$ cat src/rtl/seq_pkg.sv
// seq_pkg: shared types and helpers for call_stack_sequencer.
//   next_src_t  - which source feeds the next program-memory address
//   jmp_target  - expands a jump field into a full PM address
package seq_pkg;

  typedef enum logic [2:0] {
    SRC_RESET, SRC_HOLD, SRC_RET, SRC_RET_UF,
    SRC_CALL, SRC_JMP, SRC_JNZ, SRC_INC
  } next_src_t;

  localparam int MAX_ADDR_W = 32;

  // The jump field lands in the upper bits of the address; low bits are zero.
  function automatic logic [MAX_ADDR_W-1:0] jmp_target(
    input logic [MAX_ADDR_W-1:0] jaddr,
    input int                    pm_w,
    input int                    j_w
  );
    return jaddr << (pm_w - j_w);
  endfunction

endpackage

$ cat src/rtl/return_stack.sv
// return_stack: LIFO of return addresses with a pointer register.
//   i_push/i_pop  - one operation per cycle (caller keeps them exclusive)
//   i_din         - value to push
//   o_top         - most recently pushed entry (undefined-but-zero when empty)
//   o_full/o_empty- occupancy flags, derived from the registered pointer
//   o_overflow    - push attempted while full (push dropped)
//   o_underflow   - pop attempted while empty (pointer unchanged)
module return_stack #(
  parameter int W     = 8,
  parameter int DEPTH = 4
) (
  input  logic         clk,
  input  logic         sync_reset,
  input  logic         i_push,
  input  logic         i_pop,
  input  logic [W-1:0] i_din,
  output logic [W-1:0] o_top,
  output logic         o_full,
  output logic         o_empty,
  output logic         o_overflow,
  output logic         o_underflow
);
  localparam int PW = $clog2(DEPTH + 1);

  logic [PW-1:0] r_ptr;
  logic [W-1:0]  r_mem [DEPTH];

  assign o_full      = (r_ptr == PW'(DEPTH));
  assign o_empty     = (r_ptr == '0);
  assign o_overflow  = i_push & o_full;
  assign o_underflow = i_pop & o_empty;

  // Pointer counts occupied entries, so the top lives at ptr-1.
  always_comb begin
    o_top = '0;
    for (int i = 0; i < DEPTH; i++)
      if (r_ptr == PW'(i + 1)) o_top = r_mem[i];
  end

  always_ff @(posedge clk) begin
    if (sync_reset)                r_ptr <= '0;
    else if (i_push && !o_full)    r_ptr <= r_ptr + 1'b1;
    else if (i_pop  && !o_empty)   r_ptr <= r_ptr - 1'b1;
  end

  // Entries carry no reset; an overflowing push leaves them untouched.
  always_ff @(posedge clk) begin
    for (int i = 0; i < DEPTH; i++)
      if (i_push && !o_full && r_ptr == PW'(i)) r_mem[i] <= i_din;
  end

endmodule

$ cat src/rtl/call_stack_sequencer.sv
// call_stack_sequencer: program sequencer with a hardware return stack.
//   clk, sync_reset      - clock, synchronous active-high reset
//   i_hold               - freeze pc and all stack/error activity
//   i_jmp, i_jmp_nz      - unconditional / conditional (on !i_dont_jmp) jump
//   i_call, i_ret        - subroutine call (push pc+1) / return (pop)
//   i_jmp_addr           - jump/call target field (upper address bits)
//   o_pm_addr            - combinational next address to program memory
//   o_pc                 - registered current address
//   o_stack_full/_empty  - stack occupancy
//   o_stack_err          - sticky overflow/underflow flag, cleared by reset
module call_stack_sequencer
  import seq_pkg::*;
#(
  parameter int PM_ADDR_W   = 8,
  parameter int JMP_ADDR_W  = 4,
  parameter int STACK_DEPTH = 4
) (
  input  logic                  clk,
  input  logic                  sync_reset,
  input  logic                  i_hold,
  input  logic                  i_jmp,
  input  logic                  i_jmp_nz,
  input  logic                  i_dont_jmp,
  input  logic                  i_call,
  input  logic                  i_ret,
  input  logic [JMP_ADDR_W-1:0] i_jmp_addr,
  output logic [PM_ADDR_W-1:0]  o_pm_addr,
  output logic [PM_ADDR_W-1:0]  o_pc,
  output logic                  o_stack_full,
  output logic                  o_stack_empty,
  output logic                  o_stack_err
);
  logic [PM_ADDR_W-1:0] r_pc;
  logic                 r_err;
  next_src_t            w_src;
  logic [PM_ADDR_W-1:0] w_target, w_pc_inc, w_top;
  logic                 w_push, w_pop, w_full, w_empty, w_ovf, w_unf;

  assign w_target = PM_ADDR_W'(jmp_target(MAX_ADDR_W'(i_jmp_addr), PM_ADDR_W, JMP_ADDR_W));
  assign w_pc_inc = r_pc + PM_ADDR_W'(1);  // wraps modulo 2^PM_ADDR_W

  always_comb begin
    w_src = SRC_INC;
    if      (sync_reset)             w_src = SRC_RESET;
    else if (i_hold)                 w_src = SRC_HOLD;
    else if (i_ret && !w_empty)      w_src = SRC_RET;
    else if (i_ret)                  w_src = SRC_RET_UF;
    else if (i_call)                 w_src = SRC_CALL;
    else if (i_jmp)                  w_src = SRC_JMP;
    else if (i_jmp_nz && !i_dont_jmp) w_src = SRC_JNZ;
  end

  always_comb begin
    o_pm_addr = w_pc_inc;
    case (w_src)
      SRC_RESET:                 o_pm_addr = '0;
      SRC_HOLD:                  o_pm_addr = r_pc;
      SRC_RET:                   o_pm_addr = w_top;
      SRC_CALL, SRC_JMP, SRC_JNZ: o_pm_addr = w_target;
      default:                   o_pm_addr = w_pc_inc;
    endcase
  end

  // Stack ops derive from the winning source, so hold/reset and
  // lower-priority losers never touch the stack.
  assign w_push = (w_src == SRC_CALL);
  assign w_pop  = (w_src == SRC_RET) || (w_src == SRC_RET_UF);

  return_stack #(.W(PM_ADDR_W), .DEPTH(STACK_DEPTH)) u_stack (
    .clk         (clk),
    .sync_reset  (sync_reset),
    .i_push      (w_push),
    .i_pop       (w_pop),
    .i_din       (w_pc_inc),
    .o_top       (w_top),
    .o_full      (w_full),
    .o_empty     (w_empty),
    .o_overflow  (w_ovf),
    .o_underflow (w_unf)
  );

  always_ff @(posedge clk) begin
    if (sync_reset) begin
      r_pc  <= '0;
      r_err <= 1'b0;
    end else begin
      r_pc <= o_pm_addr;
      if (w_ovf || w_unf) r_err <= 1'b1;
    end
  end

  assign o_pc          = r_pc;
  assign o_stack_full  = w_full;
  assign o_stack_empty = w_empty;
  assign o_stack_err   = r_err;

endmodule

$ cat config.mk
export PLATFORM = sky130hd
export DESIGN_NAME = call_stack_sequencer
export DESIGN_NICKNAME = d
export VERILOG_FILES = /design/src/rtl/seq_pkg.sv /design/src/rtl/return_stack.sv /design/src/rtl/call_stack_sequencer.sv
export SDC_FILE = /design/constraint.sdc
export NUM_CORES = 1
export LEC_CHECK = 0
export BUFFER_PORTS_ARGS = -buffer_cell sky130_fd_sc_hd__buf_2
export CAP_MARGIN = 10
export CORE_MARGIN = 2
export CORE_UTILIZATION = 51
export CTS_CLUSTER_DIAMETER = 150
export CTS_CLUSTER_SIZE = 40
export DETAILED_ROUTE_END_ITERATION = 16
export PLACE_DENSITY = 0.75
export SLEW_MARGIN = 20
export SYNTH_ARGS = -nofsm -noshare
export SYNTH_HDL_FRONTEND = slang
export SYNTH_SLANG_ARGS = --single-unit
$ cat constraint.sdc
create_clock -name clk -period 2.5 [get_ports clk]
set_clock_uncertainty 0.1 [all_clocks]
set_input_delay 0.75 -clock clk [delete_from_list [all_inputs] [get_ports clk]]
set_output_delay 0.75 -clock clk [all_outputs]
set_load 0.05 [all_outputs]
==> results of run 1 <==
[state kept, by name, indices dropped and copies added, names as in the netlist]
signal         cells
u_stack.r_mem     32
o_stack_err        1
u_stack.r_ptr      3
o_pc               8
[Yosys cell counts, drive strengths merged, types with 2 or more instances]
library cell	count	area share, %
a221o	8	3.7
a221oi	9	3.6
a22oi	7	2.4
a2bb2oi	12	4.9
a31oi	2	0.58
a32oi	2	0.81
and2	5	1.4
and3	3	0.87
buf	6	2.2
clkbuf	3	0.52
dfxtp	12	11
edfxtp	32	44
ha	7	4.0
inv	6	1.0
nand2	19	3.3
nand3	6	1.4
nand3b	2	0.69
nor2	9	1.7
nor2b	2	0.58
nor3	2	0.46
o21ai	6	1.4
xnor2	4	1.6
xor2	2	0.81
[area by class of cell]
cell class	instances	area share, %
Tap cell	50	1.87
Sequential cell	44	36.1
Clock inverter	3	1.27
Clock buffer	5	2.05
Inverter	7	1.23
Multi-Input combinational cell	119	34.1
Timing Repair Buffer	96	23.5
[metal layers]
metal	vias to the layer above	wire, um
li1	893	-
met1	1069	2860
met2	164	3660
met3	35	707
met4	0	359
met5	-	0
[metrics by stage]
step / setup WS [ns] / total power [uW]
finish: -0.618 / 1820
global route: -0.683 / 1860
CTS: -0.655 / 1770
detailed placement: -0.497 / 1180
global placement: -0.463 / 1170
floorplan: -0.492 / 1050
[timing repair]
action	in CTS	in global routing
gates resized for setup	65	8
buffers inserted	9	8
endpoints found under the setup margin	10	10
pin swaps	19	6
[power groups by stage]
stage / logic [uW] / clock network (uW) / registers (uW)
2_1_floorplan: 186 / 0 / 867
3_3_place_gp: 338 / 0 / 830
3_5_place_dp: 348 / 0 / 831
4_1_cts: 403 / 551 / 815
5_1_grt: 456 / 585 / 818
6_report: 441 / 557 / 818
[worst max path at each step]
stage	startpoint	end	slack (ns)	cells after the start
after floorplan	i_hold	o_pm_addr[0]	-0.49	5
after global placement	i_hold	o_pm_addr[7]	-0.46	6
after detailed placement	i_ret	o_pm_addr[4]	-0.50	7
after CTS	u_stack.r_ptr[0]$_SDFFE_PP0P_	o_pm_addr[6]	-0.65	8
after global routing	u_stack.r_ptr[0]$_SDFFE_PP0P_	o_pm_addr[1]	-0.68	9
final	u_stack.r_ptr[1]$_SDFFE_PP0P_	o_pm_addr[6]	-0.62	8
[critical path, cell delays in order (launching register included)]
cell and delay (ns):
dfxtp_4 0.37, buf_6 0.13, ha_4 0.18, nor4b_4 0.31, buf_4 0.20, nand2_2 0.05
a221o_1 0.38, a2bb2oi_4 0.18, buf_8 0.16
[kinds of logic (layout without fill, tap and decap cells)]
kind of cell    count (synthesis)  count (layout)  synth area share, %
compound gates                 52              52                 20.5
xor+xnor                        6               6                 2.43
fa+ha+maj                       7               7                 4.05
buf+inv                        16             111                 3.93
flops                          44              44                 55.5
simple gates                   54              54                 13.5
==> results.yml, run 1 <==
outcome:
  outcome: "finished with violations"
  violations: "negative setup slack"
detailed_routing:
  drt-total-wl_um: 7580
  route.detailed.drc: 0
  vias: 2161
  first_iter_violations: 178
  routedWlPerCell_um: 23.4
  firstDrtPassIters: 5
  ant_nets: 0
  vias_per_cell: 6.67
pwr:
  combPwrFrac_pct: 24.3
  power.density_nw_per_um2: 542
  pwr-share-clk_pct: 30.7
  vdd_drop_max_mv: 0.329
  internal_power_uw: 1290
  switchingPower_uw: 527
  p_sw_share_pct: 29.0
  p_seq_share_pct: 45.0
  leakage_uw: 0.00134
synthesis:
  ys_warn_count: 0
  yosysUniqueCellTypes: 39
  synthFlopType: "edfxtp_1"
  synth_seq_cells: 44
  avgSynthCellArea_um2: 12.1
  syn_area_um2: 2160
  ys_seq_area_share_pct: 55.5
  synth_cells: 179
  synth-edff-count: 32
  async_reset_ff_share_pct: 0
  synth_nets: 198
worst_setup_path:
  worst-setup-path-type: "reg2out"
  rr_worst_depth: 13
  crit_arrival_ns: 2.27
  end_kind: "output port"
  critPathMaxFanout: 4
  r2r_slack_ns: 0.14
  start_kind: "flop"
  reg2reg_from: "u_stack.r_ptr[1]$_SDFFE_PP0P_"
  reg2reg_to: "u_stack.r_ptr[1]$_SDFFE_PP0P_"
  cp_data_required_time_ns: 1.65
die:
  dieArea_um2: 4780
  core_area_um2: 4030
  die_h_um: 69.1
  ios: 31
  num_rows: 23
  die_w_um: 69.1
  start_util_pct: 53.7
cells_and_area:
  insertedDiodeCount: 0
  layout_common_cells: "54 x buf_4, 32 x edfxtp_1, 20 x buf_2, 16 x buf_6, 15 x nand2_1"
  fillers: 188
  final_common_cell: "buf_4"
  ff_latch_area_um2: 1210
  final_nets: 292
  drive_gt1_share_pct: 51.8
  syn2layout_area_growth_pct: 54.9
  final_util_pct: 83.2
  fin_cells: 324
  multi_input_area_um2: 1140
  design_area_um2: 3350
global_routing:
  grt_pass1_wl_um: 10900
  grtUsageTotal_pct: 29.5
  overflow: 0
  busiest_layer: "met2"
  met2_usage_pct: 48.7
  antenna_found_initial: 0
  grt_pass1_vias: 2122
  met3_usage_pct: 5.26
  grtUsageMet1_pct: 37.5
  grt_max_degree: 15
timing:
  clock.fmax_mhz: 321
  rsz0062_at_grt: "true"
  max_slew_margin_pct: 63.3
  finalCriticalPeriod_ns: 3.12
  worst_slack_ns: -0.618
  worst_slew_pin_slew_ns: 0.549
  setup_viol: 10
  fin_crit_sh_pct: 125
  fin_hold_ws_ns: 0.526
  hold_viol_final: 0
  drv_slew: 0
  setup-tns-final_ns: -5.09
clock_network:
  cts_hold_buf: 0
  clockBufferDepth: 2
  cts_tree: "done"
  cts_max_level: 2
  cts_root_buf: "clkbuf_8"
  path_clk_slew_ns: 0.09
  cts_buffers: 5
  insertion_delay_ns: 0.30
  clock-sinks: 44
placed_design:
  placed_cells: 301
  placed_area_um2: 2830
  hpwl_um: 4280
  globalplace.congestion: 0.870
  io_buffers: 30
hold_path:
  holdPathStages: 2
  hold_path_end: "o_stack_err$_SDFFE_PP0P_"
  holdCritStartpoint: "o_stack_err$_SDFFE_PP0P_"
  worstHoldPathType: "reg2reg"
flow_run:
  cap_violations: 0
(Power assumes the default switching activity.)
==> run 2, diff against run 1 <==
- RECOVER_POWER: unset -> 100
==> run 2 against run 1 <==
First-iteration DRC count is 9.0% lower; critical path type unchanged; final cell count unchanged; flip-flop and latch count is the same; clock power hardly changed; the flow still finishes with violations (negative setup slack); worst setup slack improved by 0.0022 ns.
==> results.yml, run 2 (synthesis results as in run 1) <==
outcome:
  outcome: "finished with violations"
  violations: "negative setup slack"
pwr:
  leakage_uw: 0.00132
  vdd_drop_max_mv: 0.330
  power.density_nw_per_um2: 543
cells_and_area:
  final_common_cell: "buf_4"
  regMostFlops: "u_stack.r_mem"
  largest_reg_flops: 32
  layout_common_cells: "49 x buf_4, 32 x edfxtp_1, 20 x buf_2, 16 x buf_6, 15 x nand2_1"
  drive_gt1_share_pct: 50.0
  syn2layout_area_growth_pct: 54.0
  insertedDiodeCount: 0
  final_nets: 292
  design_area_um2: 3330
  final_util_pct: 82.7
clock_network:
  cts_root_buf: "clkbuf_8"
  path_clk_slew_ns: 0.09
  clock-sinks: 44
  cts_tree: "done"
  cts_buffers: 5
  cts_max_level: 2
  insertion_delay_ns: 0.30
  clockBufferDepth: 2
placed_design:
  hpwl_um: 4280
  place_ws_ns: -0.497
  placed_area_um2: 2830
  io_buffers: 30
  globalplace.congestion: 0.870
die:
  die_w_um: 69.1
  num_rows: 23
  start_util_pct: 53.7
  ios: 31
  dieArea_um2: 4780
  die_h_um: 69.1
  core_area_um2: 4030
detailed_routing:
  firstDrtPassIters: 7
  route.detailed.drc: 0
  drt-total-wl_um: 7560
  ant_nets: 0
  vias_per_cell: 6.56
  vias: 2126
  first_iter_violations: 162
  routedWlPerCell_um: 23.3
global_routing:
  antenna_found_initial: 0
  grt_pass1_vias: 2122
  grtUsageTotal_pct: 29.5
  grt_pass1_wl_um: 10900
  overflow: 0
  grt_max_degree: 15
timing:
  fin_hold_ws_ns: 0.510
  max_slew_margin_pct: 60.3
  drv_slew: 0
  hold_viol_final: 0
  rsz0062_at_grt: "true"
  clock.fmax_mhz: 321
  setup_viol: 10
  worst_slew_pin_slew_ns: 0.594
  worst_slack_ns: -0.616
  fin_crit_sh_pct: 125
  setup-tns-final_ns: -5.04
  finalCriticalPeriod_ns: 3.12
worst_setup_path:
  critPathMaxFanout: 5
  end_kind: "output port"
  cp_data_required_time_ns: 1.65
  crit_arrival_ns: 2.27
  worst-setup-path-type: "reg2out"
  start_kind: "flop"
flow_run:
  cap_violations: 0
hold_path:
  worstHoldPathType: "reg2reg"
-- run 2: timing repair --
item | in CTS | in global routing
pin swaps | 19 | 6
endpoints found under the hold margin | 0 | 0
setup endpoints to repair | 10 | 10
hold buffers | 0 | 0
setup buffers | 9 | 8
resized for setup | 65 | 8
-- run 2: cell type report --
cell class	count	area (um^2)
Fill cell	198	697
Sequential cell	44	1210
Tap cell	50	62.6
Multi-Input combinational cell	119	1140
Inverter	7	41.3
Clock buffer	5	68.8
Timing Repair Buffer	96	767
Clock inverter	3	42.5
-- run 2: report_power, final --
part	internal, uW	total (uW)	switching [uW]	leakage (uW)
registers	801	817	16.7	0.000399
logic	185	434	249	0.000868
clock network	296	557	261	0.0000558
-- run 2: per-stage QoR --
stage	power, uW	instances
2_1_floorplan	1050	179
3_3_place_gp	1170	301
3_5_place_dp	1180	301
4_1_cts	1770	317
5_1_grt	1850	324
6_report	1810	324
-- run 2: worst paths after layout --
check | startpoint | end | slack (ns) | cells after the start
max reg2reg | u_stack.r_ptr[1]$_SDFFE_PP0P_ | u_stack.r_ptr[1]$_SDFFE_PP0P_ | 0.14 | 13
min reg2reg | o_stack_err$_SDFFE_PP0P_ | o_stack_err$_SDFFE_PP0P_ | 0.51 | 2
max | u_stack.r_ptr[0]$_SDFFE_PP0P_ | o_pm_addr[5] | -0.62 | 9
min | o_stack_err$_SDFFE_PP0P_ | o_stack_err$_SDFFE_PP0P_ | 0.51 | 2
-- run 2: critical path: stages (launching register included) --
cell and delay [ns]:
dfxtp_4 0.37, inv_1 0.15, ha_4 0.20, nor3b_2 0.18, buf_4 0.18, buf_6 0.10
a221oi_2 0.06, a221o_1 0.41, a2bb2oi_4 0.14, buf_6 0.16
-- run 2: routing by layer --
layer,share of wire [%],global-route usage (%)
met5,0,0
met4,3.7,14.2
met3,8.4,5.26
met2,49,48.7
met1,39,37.5
